File: config.mk
export PLATFORM = sky130hd
export DESIGN_NAME = mult_hilo_ctrl
export DESIGN_NICKNAME = d
export VERILOG_FILES = /design/src/rtl/mult_hilo_ctrl.sv
export SDC_FILE = /design/constraint.sdc
export NUM_CORES = 1
export LEC_CHECK = 0
export ABC_CLOCK_PERIOD_IN_PS = 1700
export CAP_MARGIN = 10
export CORE_ASPECT_RATIO = 0.5
export CORE_MARGIN = 10
export CORE_UTILIZATION = 35
export DETAILED_ROUTE_END_ITERATION = 16
export GPL_TIMING_DRIVEN = 0
export PLACE_DENSITY = 0.71
export SYNTH_ARGS = -nofsm -noshare
export SYNTH_HDL_FRONTEND = slang
export SYNTH_SLANG_ARGS = --single-unit
export TNS_END_PERCENT = 100
File: constraint.sdc
create_clock -name clk -period 1.7 [get_ports clk]
set_input_delay 0.51 -clock clk [delete_from_list [all_inputs] [get_ports clk]]
set_output_delay 0.51 -clock clk [all_outputs]
set_load 0.01 [all_outputs]
File: src/rtl/mult_hilo_ctrl.sv
// mult_hilo_ctrl: issue/writeback control around a fixed-latency signed multiplier array, owning HI/LO.
// Optional feature macro MULT_UNSIGNED_EN: MULTU via the signed array plus a HI correction adder.
module mult_hilo_ctrl #(
    parameter int MUL_LAT = 4,
    parameter int CNT_W   = 3
) (
    input  logic        clk,
    input  logic        rst_n,
    input  logic        req_valid,
    output logic        req_ready,
    input  logic [1:0]  req_op,
    input  logic [31:0] req_a,
    input  logic [31:0] req_b,
    output logic        mul_start,
    output logic [31:0] mul_in1,
    output logic [31:0] mul_in2,
    input  logic [63:0] mul_out,
    output logic [31:0] hi,
    output logic [31:0] lo,
    output logic        busy,
    output logic        done
);

    localparam logic [1:0]       OP_MTHI  = 2'b10;
    localparam logic [1:0]       OP_MTLO  = 2'b11;
    localparam logic [CNT_W-1:0] CNT_LAST = CNT_W'(MUL_LAT - 1);

    typedef enum logic [1:0] {
        ST_IDLE    = 2'd0,
        ST_RUN     = 2'd1,
        ST_CAPTURE = 2'd2
    } state_t;

    state_t           state;
    state_t           state_nxt;
    logic [CNT_W-1:0] cnt;
    logic             acc_mul;
    logic             acc_mthi;
    logic             acc_mtlo;
    logic [31:0]      res_hi;
    logic [31:0]      res_lo;

`ifdef MULT_UNSIGNED_EN
    logic op_unsigned;

    // Reinterpreting a signed product as unsigned only disturbs the upper word:
    // each negative operand contributes 2**32 times the other operand.
    function automatic logic [31:0] unsigned_hi_fix(input logic [31:0] p_hi,
                                                    input logic [31:0] a,
                                                    input logic [31:0] b);
        logic [31:0] add_a;
        logic [31:0] add_b;
        add_a = a[31] ? b : 32'h0;
        add_b = b[31] ? a : 32'h0;
        return p_hi + add_a + add_b;
    endfunction
`endif

    always_ff @(posedge clk or negedge rst_n) begin
        if (!rst_n) begin
            state <= ST_IDLE;
        end else begin
            state <= state_nxt;
        end
    end

    always_comb begin
        state_nxt = state;
        case (state)
            ST_IDLE:    if (acc_mul) state_nxt = ST_RUN;
            ST_RUN:     if (cnt == CNT_LAST) state_nxt = ST_CAPTURE;
            ST_CAPTURE: state_nxt = ST_IDLE;
            default:    state_nxt = ST_IDLE;
        endcase
    end

    // Ready depends on state alone so the requester never sees a comb loop through req_valid.
    always_comb begin
        req_ready = (state == ST_IDLE);
        acc_mul   = req_ready & req_valid & ~req_op[1];
        acc_mthi  = req_ready & req_valid & (req_op == OP_MTHI);
        acc_mtlo  = req_ready & req_valid & (req_op == OP_MTLO);
    end

    always_ff @(posedge clk or negedge rst_n) begin
        if (!rst_n) begin
            cnt       <= '0;
            busy      <= 1'b0;
            mul_start <= 1'b0;
            done      <= 1'b0;
        end else begin
            busy      <= (state_nxt == ST_RUN);
            mul_start <= (state_nxt == ST_RUN);
            done      <= (state == ST_CAPTURE);
            if (acc_mul) begin
                cnt <= '0;
            end else if (state == ST_RUN) begin
                cnt <= cnt + CNT_W'(1);
            end
        end
    end

    // Operands move only on acceptance so the array sees them stable for the full latency.
    always_ff @(posedge clk or negedge rst_n) begin
        if (!rst_n) begin
            mul_in1 <= 32'h0;
            mul_in2 <= 32'h0;
        end else if (acc_mul) begin
            mul_in1 <= req_a;
            mul_in2 <= req_b;
        end
    end

`ifdef MULT_UNSIGNED_EN
    always_ff @(posedge clk or negedge rst_n) begin
        if (!rst_n) begin
            op_unsigned <= 1'b0;
        end else if (acc_mul) begin
            op_unsigned <= req_op[0];
        end
    end

    always_comb begin
        res_lo = mul_out[31:0];
        res_hi = op_unsigned ? unsigned_hi_fix(mul_out[63:32], mul_in1, mul_in2)
                             : mul_out[63:32];
    end
`else
    always_comb begin
        res_lo = mul_out[31:0];
        res_hi = mul_out[63:32];
    end
`endif

    always_ff @(posedge clk or negedge rst_n) begin
        if (!rst_n) begin
            hi <= 32'h0;
            lo <= 32'h0;
        end else if (state == ST_CAPTURE) begin
            hi <= res_hi;
            lo <= res_lo;
        end else begin
            if (acc_mthi) hi <= req_a;
            if (acc_mtlo) lo <= req_a;
        end
    end

endmodule

==> flow_summary_export.csv <==
group,metric,value,unit
clocking,clock-sinks,135,
clocking,clock_path_buffers,2,
floorplanning,dieArea,0.0232,sq mm
routing,wl_per_cell,21.7,microns
final_layout,postLayoutCellArea,0.00994,sq mm
min_path,hold_class,"in -> async",
pwr,pwr-share-comb,42.1,%
timing,whs,109,ps
clocking,clock_tree.root_cell,"clkbuf_16",
floorplanning,rows,33,
synthesis,synth.top_cell.area_share,56.0,%
final_layout,fill_cells,1337,
synthesis,synth_seq_cells,135,
global_route,grt_overflow,0,
timing,max_slew.worst_pin.slew,664,ps
global_route,grtUsageMet2,30.5,%
timing,finalSetupViolations,0,
critical_path,required,2000,ps
timing,fin_crit_sh,99.5,%
synthesis,seq_area_frac_synth,56.0,%
floorplanning,fp.dieW,206,microns
critical_path,path_max_fanout,10,
synthesis,synthMostInstantiatedCell,"mux2_2",
timing,rsz0062_at_grt,"yes",
synthesis,syn-num-nets,505,
global_route,grt_pass1_wl,28600,microns
synthesis,yosysTopAreaCell,"dfrtp_1",
global_route,gr-usage-all-layers,16.2,%
global_route,use_met3,4.56,%
clocking,cts_tree,"built",
placement,dp_hpwl,14500,microns
final_layout,nets,802,
floorplanning,die_h,113,microns
critical_path,critPathKind,"reg -> reg",
routing,ant_nets,0,
pwr,sequentialPowerShare,34.0,%
placement,dpl_cell_area,0.00899,sq mm
critical_path,worstReg2RegStart,"state[0]",
run,cap_viol_max_count,0,
run_status,status,"finished clean",
routing,vias_per_cell,4.61,
synthesis,synth_edf_count,0,
routing,first_pass_iters,4,
synthesis,synth_common_cells,"138 x mux2_2, 135 x dfrtp_1, 49 x mux2_4",
floorplanning,start_util,36.3,%
floorplanning,core_region_area,0.0166,sq mm
floorplanning,io_pins,265,
critical_path,cp-start-kind,"flop",
clocking,h-tree-depth,4,
critical_path,crit_path_start,"state[0]",
final_layout,seqCellArea,0.00338,sq mm
timing,setup-tns-final,0,ps
critical_path,worstPathArrival,1990,ps
pwr,switching_share,31.3,%
synthesis,synth_area,0.00603,sq mm
pwr,p_int,11500,uW
placement,port_buffers,264,
timing,relSlewSlack,55.7,%
final_layout,syn_to_final_growth,64.7,%
timing,drv_slew,0,
timing,hold_viol_final,0,
critical_path,cp-end-kind,"flop",
global_route,grt_max_degree,70,
pwr,cellLeakagePower,0.00451,uW
pwr,power_frac_clock,24.0,%
synthesis,yosys-top-cells-area,"dfrtp_1 56%, mux2_2 26%, mux2_4 12%, buf_6 1.1%, buf_2 1.0%",
clocking,cts_buffers,17,
synthesis,yosysWarnings,0,
placement,gp_congestion,0.742,
final_layout,num_antenna_cells,0,
pwr,p_sw,5220,uW
routing,routed_wl,19700,microns
synthesis,syn_area_per_cell,16.3,sq um
synthesis,yosysUniqueCellTypes,21,
pwr,power_density,1680,mW/mm^2
synthesis,synthCells,370,
timing,skew,6.80,ps
final_layout,multiInputGateArea,0.00269,sq mm
routing,num_vias,4182,
global_route,met1_usage,17.4,%
clocking,cts.clk_slew.worst_paths,60,ps
global_route,first_global_vias,4501,
timing,fmax,591,MHz
global_route,antenna_found_initial,0,
final_layout,drive_gt1_share,39.0,%
routing,drcViolationCount,0,
synthesis,synth_flop_cell,"dfrtp_1",
global_route,top_usage_layer,"met2",
synthesis,async_flop_share,100,%
clocking,clk_latency,420,ps
routing,drtIter0Drc,119,
pwr,power,16700,uW
timing,fin_crit,1690,ps
pwr,vdd_drop_max,820,uV
==> timing repair <==
item | 4_1_cts | 5_1_grt
pin swaps | 1 | 1
cloned | 0 | 3
endpoints found under the setup margin | 260 | 126
setup buffers | 9 | 2
resized for setup | 166 | 68
hold buffers | 0 | 0
==> path summary, 6_finish.rpt <==
check                              end  slack, ps  cells past startpoint
max in group asynchronous       lo[18]        810                      2
max                             lo[23]          8                      5
max reg2reg                     lo[23]          8                      5
min reg2reg                mul_in1[26]        480                      1
min in group clk           mul_in1[26]        480                      1
min                               done        110                      1
==> sequential cells by signal, summed over array words and instances (netlist names) <==
name     cells
busy         1
cnt          3
done         1
hi          32
lo          32
mul_in1     32
mul_in2     32
state        2
==> cell usage in the layout, fill, tap and decap left out, types with 2 or more instances in the layout <==
cell type,instances
a21o_1,2
buf_12,8
buf_4,14
buf_6,6
buf_8,2
bufinv_16,4
clkbuf_16,20
clkbuf_4,3
clkdlybuf4s50_1,129
clkinv_2,2
clkinv_4,2
clkinvlp_4,3
dfrtp_1,133
dfrtp_2,2
dlygate4sd2_1,131
ha_1,2
inv_1,2
inv_6,3
mux2_1,4
mux2_2,91
mux2_4,97
nor2_1,4
nor2_2,2
==> cells by family (layout without fill, tap and decap cells) <==
| group | after synthesis | count (layout) | synth area share [%] |
|---|---|---|---|
| AND/OR/NAND/NOR | 10 | 10 | 1.12 |
| adder cells (fa/ha/maj) | 2 | 2 | 0.415 |
| XOR/XNOR | 1 | 1 | 0.145 |
| buffers and inverters | 24 | 334 | 2.67 |
| multiplexers | 193 | 193 | 39.0 |
| flip-flops | 135 | 135 | 56.0 |
| AO/OA/AOI/OAI | 5 | 5 | 0.622 |
==> metrics by stage <==
stage	worst slack, ps	cells	utilization [%]
global placement	-5590	861	53.9
finish	7.86	907	59.7
floorplan	90.9	370	-
detailed placement	-781	862	54.0
global route	-43.0	907	59.7
CTS	0.876	903	57.8
==> critical path: stages (launching register included) <==
cell     delay [ps]
dfrtp_2         480
nor2b_4         180
buf_12          170
buf_12          160
mux2_4          320
mux2_4          260
==> power groups by stage <==
stage	Clock (uW)	Combinational, uW	Sequential, uW
after floorplan	0	2380	6430
after global placement	0	7500	5650
after detailed placement	0	7580	5730
after CTS	4100	6590	5630
after global routing	4280	7470	5880
final	4000	7010	5670
==> area by class of cell <==
type | instances | share of cell area [%]
sequential | 135 | 34.0
multi-input combinational | 211 | 27.0
timing repair buffer | 279 | 26.9
clock buffer | 18 | 4.42
tap | 227 | 2.86
buffer | 21 | 2.71
clock inverter | 14 | 1.98
inverter | 2 | 0.0755
==> per-layer routing <==
layer / share of wire [%] / vias up
li1: - / 1928
met1: 39 / 2166
met2: 56 / 76
met3: 3.8 / 12
met4: 0.80 / 0
met5: 0 / -
Power figures use the tool's default switching activity.
